==> src/rtl/bp_pkg.sv <==
// rtl/bp_pkg.sv - shared types and default widths for the backprop sequencer
package bp_pkg;

  typedef enum logic [3:0] {
    IDLE,
    LAYER,
    SAMPLE,
    RD_Z,
    Z,
    RD_ZP,
    ZP,
    WGT,
    NEXT
  } state_t;

  localparam int NEURON_NUM_DEF          = 4;
  localparam int NEURON_OUTPUT_WIDTH_DEF = 10;
  localparam int WEIGHT_CELL_WIDTH_DEF   = 16;
  localparam int LAYER_ADDR_WIDTH_DEF    = 2;
  localparam int LAYER_MAX_DEF           = 2;
  localparam int SAMPLE_ADDR_SIZE_DEF    = 10;

  localparam int Z_VEC_W_DEF = NEURON_NUM_DEF * NEURON_OUTPUT_WIDTH_DEF;
  localparam int W_VEC_W_DEF = NEURON_NUM_DEF * NEURON_NUM_DEF * WEIGHT_CELL_WIDTH_DEF;

  function automatic int z_vec_w(input int cells, input int cell_w);
    return cells * cell_w;
  endfunction

endpackage

==> src/rtl/backprop_sequencer_if.sv <==
// rtl/backprop_sequencer_if.sv - handshake and memory buses between sequencer, backpropagator and memories
interface backprop_sequencer_if
  import bp_pkg::*;
#(
  parameter int LAYER_ADDR_WIDTH = LAYER_ADDR_WIDTH_DEF,
  parameter int SAMPLE_ADDR_SIZE = SAMPLE_ADDR_SIZE_DEF,
  parameter int Z_W              = Z_VEC_W_DEF,
  parameter int W_W              = W_VEC_W_DEF
) ();

  logic [LAYER_ADDR_WIDTH-1:0] layer;
  logic                        layer_valid;
  logic                        layer_ready;
  logic [SAMPLE_ADDR_SIZE-1:0] sample;
  logic                        sample_valid;
  logic                        sample_ready;
  logic [LAYER_ADDR_WIDTH-1:0] zmem_addr;
  logic                        zmem_rd;
  logic [Z_W-1:0]              zmem_data;
  logic [Z_W-1:0]              z;
  logic                        z_valid;
  logic                        z_ready;
  logic [Z_W-1:0]              z_prev;
  logic                        z_prev_valid;
  logic                        z_prev_ready;
  logic [W_W-1:0]              weights;
  logic                        weights_valid;
  logic                        weights_ready;
  logic                        wmem_we;
  logic [LAYER_ADDR_WIDTH-1:0] wmem_addr;
  logic [W_W-1:0]              wmem_data;
  logic                        bp_error;

  modport master (
    output layer, layer_valid, input layer_ready,
    output sample, sample_valid, input sample_ready,
    output zmem_addr, zmem_rd, input zmem_data,
    output z, z_valid, input z_ready,
    output z_prev, z_prev_valid, input z_prev_ready,
    input weights, weights_valid, output weights_ready,
    output wmem_we, wmem_addr, wmem_data,
    input bp_error
  );

  modport slave (
    input layer, layer_valid, output layer_ready,
    input sample, sample_valid, output sample_ready,
    input zmem_addr, zmem_rd, output zmem_data,
    input z, z_valid, output z_ready,
    input z_prev, z_prev_valid, output z_prev_ready,
    output weights, weights_valid, input weights_ready,
    input wmem_we, wmem_addr, wmem_data,
    output bp_error
  );

endinterface

==> src/rtl/bp_vr_reg.sv <==
// rtl/bp_vr_reg.sv - holding register feeding one valid/ready output slot
module bp_vr_reg #(
  parameter int W = 8
) (
  input  logic         clk,
  input  logic         rst,
  input  logic         load,
  input  logic [W-1:0] load_data,
  input  logic         ready,
  output logic [W-1:0] data,
  output logic         valid
);

  // Payload only changes on load, so it stays stable for the whole valid window.
  always_ff @(posedge clk or posedge rst) begin
    if (rst) begin
      data  <= '0;
      valid <= 1'b0;
    end else if (load) begin
      data  <= load_data;
      valid <= 1'b1;
    end else if (valid && ready) begin
      valid <= 1'b0;
    end
  end

endmodule

==> src/rtl/backprop_sequencer.sv <==
// rtl/backprop_sequencer.sv - per-sample layer walk feeding the backpropagator and committing weights
// Optional BP_SEQ_ERROR_HALT_EN: stop the epoch after the current weight write once bp_error is seen.
module backprop_sequencer
  import bp_pkg::*;
#(
  parameter int NEURON_NUM          = NEURON_NUM_DEF,
  parameter int NEURON_OUTPUT_WIDTH = NEURON_OUTPUT_WIDTH_DEF,
  parameter int WEIGHT_CELL_WIDTH   = WEIGHT_CELL_WIDTH_DEF,
  parameter int LAYER_ADDR_WIDTH    = LAYER_ADDR_WIDTH_DEF,
  parameter int LAYER_MAX           = LAYER_MAX_DEF,
  parameter int SAMPLE_ADDR_SIZE    = SAMPLE_ADDR_SIZE_DEF
) (
  input  logic                        clk,
  input  logic                        rst,
  input  logic                        start,
  input  logic [SAMPLE_ADDR_SIZE-1:0] num_samples,
  output logic                        busy,
  output logic                        done,
  output logic                        error_seen,
  backprop_sequencer_if.master        bus
);

  localparam int ZW = z_vec_w(NEURON_NUM, NEURON_OUTPUT_WIDTH);
  localparam int WW = NEURON_NUM * NEURON_NUM * WEIGHT_CELL_WIDTH;
  localparam logic [LAYER_ADDR_WIDTH-1:0] L_TOP = LAYER_ADDR_WIDTH'(LAYER_MAX);
  localparam logic [LAYER_ADDR_WIDTH-1:0] L_ONE = LAYER_ADDR_WIDTH'(1);

  if (LAYER_MAX < 1) begin : g_layer_max_check
    $error("backprop_sequencer: LAYER_MAX must be at least 1");
  end

  state_t                      state, next_state;
  logic [LAYER_ADDR_WIDTH-1:0] layer_q, layer_next;
  logic [SAMPLE_ADDR_SIZE-1:0] sample_q, num_q;
  logic                        rd_z_q, rd_zp_q;
  logic                        ld_layer, ld_sample;
  logic                        accept_start, last_sample, halt;
  logic                        layer_xfer, sample_xfer, z_xfer, zp_xfer, w_xfer;
  logic [WW-1:0]               weights_in;

  assign weights_in   = bus.weights;
  assign accept_start = (state == IDLE) && start;
  assign layer_xfer   = bus.layer_valid && bus.layer_ready;
  assign sample_xfer  = bus.sample_valid && bus.sample_ready;
  assign z_xfer       = bus.z_valid && bus.z_ready;
  assign zp_xfer      = bus.z_prev_valid && bus.z_prev_ready;
  assign w_xfer       = bus.weights_valid && bus.weights_ready;
  assign last_sample  = (sample_q == num_q - SAMPLE_ADDR_SIZE'(1));

`ifdef BP_SEQ_ERROR_HALT_EN
  assign halt = error_seen;
`else
  assign halt = 1'b0;
`endif

  always_ff @(posedge clk or posedge rst) begin
    if (rst) begin
      state <= IDLE;
    end else begin
      state <= next_state;
    end
  end

  always_comb begin
    next_state = state;
    layer_next = layer_q;
    case (state)
      IDLE: begin
        if (start && num_samples != '0) begin
          next_state = LAYER;
          layer_next = L_TOP;
        end
      end
      LAYER:  if (layer_xfer) next_state = (layer_q == L_TOP) ? SAMPLE : RD_Z;
      SAMPLE: if (sample_xfer) next_state = RD_Z;
      RD_Z:   next_state = Z;
      Z:      if (z_xfer) next_state = RD_ZP;
      RD_ZP:  next_state = ZP;
      ZP:     if (zp_xfer) next_state = WGT;
      WGT:    if (w_xfer) next_state = NEXT;
      NEXT: begin
        if (halt || (layer_q == L_ONE && last_sample)) begin
          next_state = IDLE;
        end else begin
          next_state = LAYER;
          layer_next = (layer_q > L_ONE) ? layer_q - L_ONE : L_TOP;
        end
      end
      default: next_state = IDLE;
    endcase
  end

  // Layer/sample slots are loaded on the transition so valid is already up on state entry.
  always_comb begin
    busy              = (state != IDLE);
    ld_layer          = (state != LAYER) && (next_state == LAYER);
    ld_sample         = (state == LAYER) && (next_state == SAMPLE);
    bus.zmem_rd       = (state == RD_Z) || (state == RD_ZP);
    bus.weights_ready = (state == WGT);
    bus.zmem_addr     = '0;
    if (state == RD_Z) begin
      bus.zmem_addr = layer_q;
    end else if (state == RD_ZP) begin
      bus.zmem_addr = layer_q - L_ONE;
    end
  end

  always_ff @(posedge clk or posedge rst) begin
    if (rst) begin
      layer_q       <= '0;
      sample_q      <= '0;
      num_q         <= '0;
      rd_z_q        <= 1'b0;
      rd_zp_q       <= 1'b0;
      done          <= 1'b0;
      error_seen    <= 1'b0;
      bus.wmem_we   <= 1'b0;
      bus.wmem_addr <= '0;
      bus.wmem_data <= '0;
    end else begin
      layer_q <= layer_next;
      rd_z_q  <= (state == RD_Z);
      rd_zp_q <= (state == RD_ZP);
      done    <= (accept_start && num_samples == '0) || (state == NEXT && next_state == IDLE);
      if (accept_start) begin
        sample_q <= '0;
        num_q    <= num_samples;
      end else if (state == NEXT && next_state == LAYER && layer_q == L_ONE) begin
        sample_q <= sample_q + SAMPLE_ADDR_SIZE'(1);
      end
      if (accept_start) begin
        error_seen <= 1'b0;
      end else if (busy && bus.bp_error) begin
        error_seen <= 1'b1;
      end
      bus.wmem_we <= w_xfer;
      if (w_xfer) begin
        bus.wmem_addr <= layer_q;
        bus.wmem_data <= weights_in;
      end
    end
  end

  bp_vr_reg #(.W(LAYER_ADDR_WIDTH)) u_layer_slot (
    .clk(clk), .rst(rst), .load(ld_layer), .load_data(layer_next),
    .ready(bus.layer_ready), .data(bus.layer), .valid(bus.layer_valid)
  );

  bp_vr_reg #(.W(SAMPLE_ADDR_SIZE)) u_sample_slot (
    .clk(clk), .rst(rst), .load(ld_sample), .load_data(sample_q),
    .ready(bus.sample_ready), .data(bus.sample), .valid(bus.sample_valid)
  );

  // Activation memory has fixed one-cycle latency: capture the cycle after the read strobe.
  bp_vr_reg #(.W(ZW)) u_z_slot (
    .clk(clk), .rst(rst), .load(rd_z_q), .load_data(bus.zmem_data),
    .ready(bus.z_ready), .data(bus.z), .valid(bus.z_valid)
  );

  bp_vr_reg #(.W(ZW)) u_z_prev_slot (
    .clk(clk), .rst(rst), .load(rd_zp_q), .load_data(bus.zmem_data),
    .ready(bus.z_prev_ready), .data(bus.z_prev), .valid(bus.z_prev_valid)
  );

endmodule

==> src/flat_wrapper.sv <==
// flat-port wrapper written by rule: the top's interface ports become plain ports
module backprop_sequencer_flat import bp_pkg::*;
#(
  parameter int NEURON_NUM          = NEURON_NUM_DEF,
  parameter int NEURON_OUTPUT_WIDTH = NEURON_OUTPUT_WIDTH_DEF,
  parameter int WEIGHT_CELL_WIDTH   = WEIGHT_CELL_WIDTH_DEF,
  parameter int LAYER_ADDR_WIDTH    = LAYER_ADDR_WIDTH_DEF,
  parameter int LAYER_MAX           = LAYER_MAX_DEF,
  parameter int SAMPLE_ADDR_SIZE    = SAMPLE_ADDR_SIZE_DEF
)
  (clk, rst, start, num_samples, busy, done, error_seen, bus_layer, bus_layer_valid, bus_layer_ready, bus_sample, bus_sample_valid, bus_sample_ready, bus_zmem_addr, bus_zmem_rd, bus_zmem_data, bus_z, bus_z_valid, bus_z_ready, bus_z_prev, bus_z_prev_valid, bus_z_prev_ready, bus_weights, bus_weights_valid, bus_weights_ready, bus_wmem_we, bus_wmem_addr, bus_wmem_data, bus_bp_error);
  backprop_sequencer_if #(.LAYER_ADDR_WIDTH(LAYER_ADDR_WIDTH), .SAMPLE_ADDR_SIZE(SAMPLE_ADDR_SIZE), .Z_W((40)), .W_W((256))) bus_i ();
  input  logic clk;
  input  logic rst;
  input  logic start;
  input  logic [SAMPLE_ADDR_SIZE-1:0] num_samples;
  output logic busy;
  output logic done;
  output logic error_seen;
  output wire logic [$bits(bus_i.layer)-1:0] bus_layer;
  output wire logic [$bits(bus_i.layer_valid)-1:0] bus_layer_valid;
  input wire logic [$bits(bus_i.layer_ready)-1:0] bus_layer_ready;
  output wire logic [$bits(bus_i.sample)-1:0] bus_sample;
  output wire logic [$bits(bus_i.sample_valid)-1:0] bus_sample_valid;
  input wire logic [$bits(bus_i.sample_ready)-1:0] bus_sample_ready;
  output wire logic [$bits(bus_i.zmem_addr)-1:0] bus_zmem_addr;
  output wire logic [$bits(bus_i.zmem_rd)-1:0] bus_zmem_rd;
  input wire logic [$bits(bus_i.zmem_data)-1:0] bus_zmem_data;
  output wire logic [$bits(bus_i.z)-1:0] bus_z;
  output wire logic [$bits(bus_i.z_valid)-1:0] bus_z_valid;
  input wire logic [$bits(bus_i.z_ready)-1:0] bus_z_ready;
  output wire logic [$bits(bus_i.z_prev)-1:0] bus_z_prev;
  output wire logic [$bits(bus_i.z_prev_valid)-1:0] bus_z_prev_valid;
  input wire logic [$bits(bus_i.z_prev_ready)-1:0] bus_z_prev_ready;
  input wire logic [$bits(bus_i.weights)-1:0] bus_weights;
  input wire logic [$bits(bus_i.weights_valid)-1:0] bus_weights_valid;
  output wire logic [$bits(bus_i.weights_ready)-1:0] bus_weights_ready;
  output wire logic [$bits(bus_i.wmem_we)-1:0] bus_wmem_we;
  output wire logic [$bits(bus_i.wmem_addr)-1:0] bus_wmem_addr;
  output wire logic [$bits(bus_i.wmem_data)-1:0] bus_wmem_data;
  input wire logic [$bits(bus_i.bp_error)-1:0] bus_bp_error;
  assign bus_layer = bus_i.layer;
  assign bus_layer_valid = bus_i.layer_valid;
  assign bus_i.layer_ready = bus_layer_ready;
  assign bus_sample = bus_i.sample;
  assign bus_sample_valid = bus_i.sample_valid;
  assign bus_i.sample_ready = bus_sample_ready;
  assign bus_zmem_addr = bus_i.zmem_addr;
  assign bus_zmem_rd = bus_i.zmem_rd;
  assign bus_i.zmem_data = bus_zmem_data;
  assign bus_z = bus_i.z;
  assign bus_z_valid = bus_i.z_valid;
  assign bus_i.z_ready = bus_z_ready;
  assign bus_z_prev = bus_i.z_prev;
  assign bus_z_prev_valid = bus_i.z_prev_valid;
  assign bus_i.z_prev_ready = bus_z_prev_ready;
  assign bus_i.weights = bus_weights;
  assign bus_i.weights_valid = bus_weights_valid;
  assign bus_weights_ready = bus_i.weights_ready;
  assign bus_wmem_we = bus_i.wmem_we;
  assign bus_wmem_addr = bus_i.wmem_addr;
  assign bus_wmem_data = bus_i.wmem_data;
  assign bus_i.bp_error = bus_bp_error;
  backprop_sequencer #(.NEURON_NUM(NEURON_NUM), .NEURON_OUTPUT_WIDTH(NEURON_OUTPUT_WIDTH), .WEIGHT_CELL_WIDTH(WEIGHT_CELL_WIDTH), .LAYER_ADDR_WIDTH(LAYER_ADDR_WIDTH), .LAYER_MAX(LAYER_MAX), .SAMPLE_ADDR_SIZE(SAMPLE_ADDR_SIZE)) u_core (.clk(clk), .rst(rst), .start(start), .num_samples(num_samples), .busy(busy), .done(done), .error_seen(error_seen), .bus(bus_i));
endmodule
==> config.mk <==
export PLATFORM = sky130hd
export DESIGN_NAME = backprop_sequencer_flat
export DESIGN_NICKNAME = d
export VERILOG_FILES = /design/src/rtl/bp_pkg.sv /design/src/rtl/backprop_sequencer_if.sv /design/src/rtl/bp_vr_reg.sv /design/src/rtl/backprop_sequencer.sv /design/src/flat_wrapper.sv
export SDC_FILE = /design/constraint.sdc
export NUM_CORES = 1
export LEC_CHECK = 0
export ABC_AREA = 1
export ABC_CLOCK_PERIOD_IN_PS = 19000
export BUFFER_PORTS_ARGS = -buffer_cell sky130_fd_sc_hd__buf_2
export CORE_AREA = 2 2 264 266
export DETAILED_ROUTE_END_ITERATION = 8
export DIE_AREA = 0 0 266 268
export PLACE_DENSITY_LB_ADDON = 0.12
export SLEW_MARGIN = 20
export SYNTH_ARGS = -nofsm -noshare
export SYNTH_HDL_FRONTEND = slang
export SYNTH_HIERARCHICAL = 1
export SYNTH_SLANG_ARGS = --single-unit
==> constraint.sdc <==
create_clock -name clk -period 19 [get_ports clk]
set_clock_uncertainty 0.2 [all_clocks]
set_input_delay 0 -clock clk [delete_from_list [all_inputs] [get_ports clk]]
set_output_delay 0 -clock clk [all_outputs]
set_load 0.05 [all_outputs]
==> results by group, run 1 <==
Clock network
  • Post-CTS setup buffers: 0
  • CTS Sinks: 385
  • CTS max path bufs: 3
  • Htree depth: 2
  • PostCTS Resize Cnt: 0
  • Root Driver: clkbuf_16
  • Hold buffers post-CTS: 674
  • Number of buffers created by CTS: 48

Yosys
  • Synthesized Nets: 2112
  • Syn avg cell area: 8.77 sq um
  • Seq cells post-synth: 385
  • Netlist cell types: 32
  • Syn Std Cell Area: 15700 sq um
  • Synthesized instance count: 1792
  • Post-synthesis sequential area ratio: 61.3%
  • Yosys warns: 6

Floorplanning
  • Die H: 268 microns
  • Row cnt: 96
  • Number of top-level pins: 677
  • Starting Density: 23.0%
  • Chip Width: 266 microns

Outcome
  • Last stage: clock tree synthesis (4_1_cts)
  • Error Message: [ERROR RSZ-0060] Max buffer count reached.
  • Status: did not finish

Place
  • Port buffer count: 676
  • GPL Wtd Cong: 0.824
  • Dpl hpwl: 44200 microns
logic make-up after synthesis:
kind of cell | synth area share [%]
AO/OA/AOI/OAI | 0.693
XOR/XNOR | 0.725
adder cells (fa/ha/maj) | 0.398
buffers and inverters | 5.86
flip-flops | 61.3
AND/OR/NAND/NOR | 31.0
synthesized netlist by cell type:
| library cell | instances | area, sq um |
|---|---|---|
| buf_6 | 33 | 372 |
| nand3b_1 | 2 | 15.0 |
| nor2_4 | 1 | 11.3 |
| a21boi_1 | 1 | 7.51 |
| ha_1 | 5 | 62.6 |
| clkbuf_8 | 6 | 82.6 |
| xor2_1 | 11 | 96.3 |
| nand2_4 | 2 | 22.5 |
| nand2_1 | 1095 | 4110 |
| nor2_8 | 2 | 40.0 |
| dfrtp_1 | 385 | 9630 |
| o21ai_0 | 16 | 80.1 |
| clkbuf_1 | 11 | 41.3 |
| nand3_1 | 38 | 190 |
| xnor2_1 | 2 | 17.5 |
| nand4_1 | 2 | 12.5 |
| nor3_1 | 7 | 35.0 |
| nand2_2 | 41 | 257 |
| nor3_2 | 1 | 10.0 |
| clkinv_1 | 2 | 7.51 |
| nor2_1 | 35 | 131 |
| a21oi_1 | 1 | 5.00 |
| nand3_2 | 1 | 10.0 |
| o21ai_2 | 1 | 8.76 |
| inv_2 | 9 | 33.8 |
| buf_12 | 2 | 40.0 |
| o211ai_1 | 1 | 7.51 |
| buf_2 | 23 | 115 |
| buf_4 | 5 | 37.5 |
| inv_1 | 45 | 169 |
| inv_8 | 2 | 22.5 |
| nor2_2 | 4 | 25.0 |
metrics by stage:
step                setup slack [ns]  hold WS (ns)  instance area (sq um)  util [%]  instances
floorplan                      10.82        -0.446                  15700         -       1792
global placement               14.96        -0.235                  19600      28.8       3280
detailed placement             14.91        -0.226                  19600      28.8       3280
==> inputs of run 2 (changes only) <==
PLACE_DENSITY_LB_ADDON = 0.15   (was 0.12)
==> run 2 against run 1 <==
The flow now finishes without violations. Synthesized cell count did not move. Area after synthesis did not move.
==> results by group, run 2 <==
Outcome
  • Status: finished, final reports clean (was did not finish)

Yosys
  • Top-area cell type share of the netlist area: 61.3% (unchanged)
  • Post-synth top cells: 1095 x nand2_1, 385 x dfrtp_1, 45 x inv_1 (unchanged)
  • Post-synthesis sequential area ratio: 61.3% (unchanged)
  • Main flop type after synthesis: dfrtp_1 (unchanged)
  • Area leader, netlist: dfrtp_1 (unchanged)
  • Netlist cell types: 32 (unchanged)
  • Post-synth EDFFs: 0 (unchanged)
  • Synthesized instance count: 1792 (unchanged)
  • Seq cells post-synth: 385 (unchanged)
  • Count leader, synth: nand2_1 (unchanged)
  • FFs w/ async S/R, synth: 100% (unchanged)
  • Yosys warns: 6 (unchanged)
  • Syn avg cell area: 8.77 sq um (unchanged)
  • Syn Std Cell Area: 15700 sq um (unchanged)
  • Synthesized Nets: 2112 (unchanged)
  • Area contributors post-synth: dfrtp_1 61%, nand2_1 26%, buf_6 2.4%, nand2_2 1.6%, nand3_1 1.2% (unchanged)

Worst setup path
  • Cell mode on critical path: nand2_1
  • CP Launch Type: register
  • Nature of the critical path endpoint: register
  • CP Data Required Time: 19.30 ns
  • CP Max Fanout: 95
  • Worst path max stage delay: 0.85 ns
  • Slowest stage cell, crit path: buf_4
  • Crit path buffers/inverters: 3
  • Critical Path AT: 4.38 ns
  • CP Cell Sequence: nand2_1, nor2_4, nand2_8, inv_8, buf_4, buf_4, nand2_1, nand2_1
  • Crit Path Category: register to register
  • Delay-heaviest family, CP: buffers and inverters

Power and ir drop
  • Total power: 4.47 mW
  • Max IR drop VDD: 0.0904 mV
  • Pwr per Cell Area: 163 nW/um^2
  • LEAKAGE: 15.0 nW

Global routing
  • Largest net degree at the start of global routing: 96
  • GRT Overall Usage: 17.5%
  • Global-route wire length before repair: 98500 microns
  • Number of global-route vias before repair: 17300
  • Antenna violations before repair: 4
  • GRT overflow: 0

Cells and area
  • Layout Nets: 3394
  • Most flop-heavy register: u_core/bus.wmem_data
  • Max FFs per register: 256
  • Synth-to-Final Area Change: 74.2%
  • Most frequent cells in the layout: 1095 x nand2_1, 676 x buf_2, 626 x dlygate4sd3_1
  • Post-route insts no fill: 3993
  • Most common cell after layout, fill and taps aside: nand2_1
  • Layout cells sized above 1: 26.7%
  • Top Registers: u_core/bus.wmem_data (256), u_core/u_z_prev_slot/data (40), u_core/u_z_slot/data (40)

Timing
  • Final TNS setup: 0 ns
  • Final Setup Violations: 0
  • Unrepaired setup endpoints after global routing: no
  • Max-slew violations: 0
  • Fin. Hold Viols: 0
  • Relative slew slack: 30.5%
  • Slew @ Worst Pin: 1.04 ns
  • Final Critical Period: 4.08 ns
  • Hold_ws: 0.0285 ns
  • F_max: 245 MHz
  • Period utilization: 21.5%

Run
  • Max_cap viols: 0

Clock network
  • CTS Sinks: 385 (unchanged)
  • Htree depth: 2 (unchanged)
  • PostCTS Resize Cnt: 0 (unchanged)
  • CTS max path bufs: 3 (unchanged)
  • Post-CTS setup buffers: 0 (unchanged)
  • CTS tree: done
  • Root Driver: clkbuf_16 (unchanged)
  • Number of buffers created by CTS: 47 (was 48)
  • CTS clk-pin slew, worst paths: 0.06 ns
  • Worst-Skew Late Latency: 0.57 ns

Floorplanning
  • Core box area: 68200 sq um
  • Row cnt: 96 (unchanged)
  • Die H: 268 microns (unchanged)
  • Starting Density: 23.0% (unchanged)
  • Chip Width: 266 microns (unchanged)
  • Number of top-level pins: 677 (unchanged)
  • Die Area: 71300 sq um

Route
  • First-pass detailed-route iteration total: 5
  • Routed Antenna Nets: 0
  • DRC viols: 0
  • Drt first-iter violations: 947
  • Via count: 16500
  • WL per Instance: 16.2 microns
  • Via density: 4.12
  • WL final: 64700 microns

Place
  • # placed instances: 3281 (was 3280)
  • Port buffer count: 676 (unchanged)
  • Dpl hpwl: 43100 microns (was 44200 microns)
  • GPL Wtd Cong: 0.820 (was 0.824)

Hold path
  • HP Class: input pin to register
[run 2: cell counts after synthesis]
No cell type changed its count.
[run 2: cell type report]
| type | instances | area (sq um) |
|---|---|---|
| Clock buffer | 63 | 1320 |
| Timing Repair Buffer | 1313 | 9740 |
| Antenna cell | 1 | 2.50 |
| Tap cell | 882 | 1100 |
| Sequential cell | 385 | 9630 |
| Fill cell | 6814 | 40900 |
| Clock inverter | 22 | 164 |
| Inverter | 58 | 248 |
| Multi-Input combinational cell | 1269 | 5170 |
[run 2: per-stage QoR]
| step | area, sq um | worst slack (ns) | utilization, % |
|---|---|---|---|
| after floorplan | 15700 | 10.82 | - |
| after global placement | 19600 | 14.97 | 28.8 |
| after detailed placement | 19600 | 14.92 | 28.8 |
| after CTS | 27400 | 14.90 | 40.1 |
| after global routing | 27400 | 14.56 | 40.1 |
| final | 27400 | 14.92 | 40.1 |
[run 2: logic make-up (layout without fill, tap and decap cells)]
group / count (synthesis) / after routing / share of synthesized area (%)
xor gates and xnor gates: 13 / 13 / 0.725
other: 0 / 1 / 0
adders and majority gates: 5 / 5 / 0.398
and+or+nand+nor: 1231 / 1231 / 31.0
AOI/OAI and AO/OA: 20 / 20 / 0.693
DFF: 385 / 385 / 61.3
buffers and inverters: 138 / 1456 / 5.86
[run 2: repair_timing]
action | in CTS | in global routing
endpoints found under the hold margin | 555 | 0
endpoints found under the setup margin | 0 | 0
hold buffers | 626 | 0
[run 2: power by group]
group | total, mW | internal, mW | leakage (nW) | switching, mW
registers | 1.36 | 1.15 | 4.92 | 0.202
clock network | 0.872 | 0.501 | 0.742 | 0.370
logic | 2.24 | 0.530 | 9.36 | 1.71
total | 4.47 | 2.19 | 15.0 | 2.29
[run 2: final timing paths]
path	startpoint	cells past startpoint	slack, ns	end
max	u_core/state[0]$_DFF_PP0_	8	14.92	u_core/bus.wmem_data[103]$_DFFE_PP0P_
min	bus_weights[128]	4	0.03	u_core/bus.wmem_data[128]$_DFFE_PP0P_
max reg2reg	u_core/state[0]$_DFF_PP0_	8	14.92	u_core/bus.wmem_data[103]$_DFFE_PP0P_
min reg2reg	u_core/u_z_prev_slot/data[0]$_DFFE_PP0P_	2	0.27	u_core/u_z_prev_slot/data[0]$_DFFE_PP0P_
max in group asynchronous	rst	7	15.24	u_core/bus.wmem_data[176]$_DFFE_PP0P_
min in group asynchronous	rst	5	0.51	u_core/u_z_prev_slot/data[22]$_DFFE_PP0P_
[run 2: routing by layer]
metal / vias up / global-route usage, % / share of wire (%)
met3: 146 / 4.62 / 7.1
met1: 7779 / 20.8 / 40
li1: 7972 / - / -
met5: - / 0 / 0.068
met4: 6 / 6.57 / 3.8
met2: 547 / 30.4 / 50
[run 2: worst register-to-register path, cell delays in order, from the launching register on]
cell,delay (ns)
dfrtp_1,0.42
nand2_1,0.14
nor2_4,0.19
nand2_8,0.34
inv_8,0.74
buf_4,0.77
buf_4,0.86
nand2_1,0.24
nand2_1,0.11
Power figures use the tool's default switching activity.
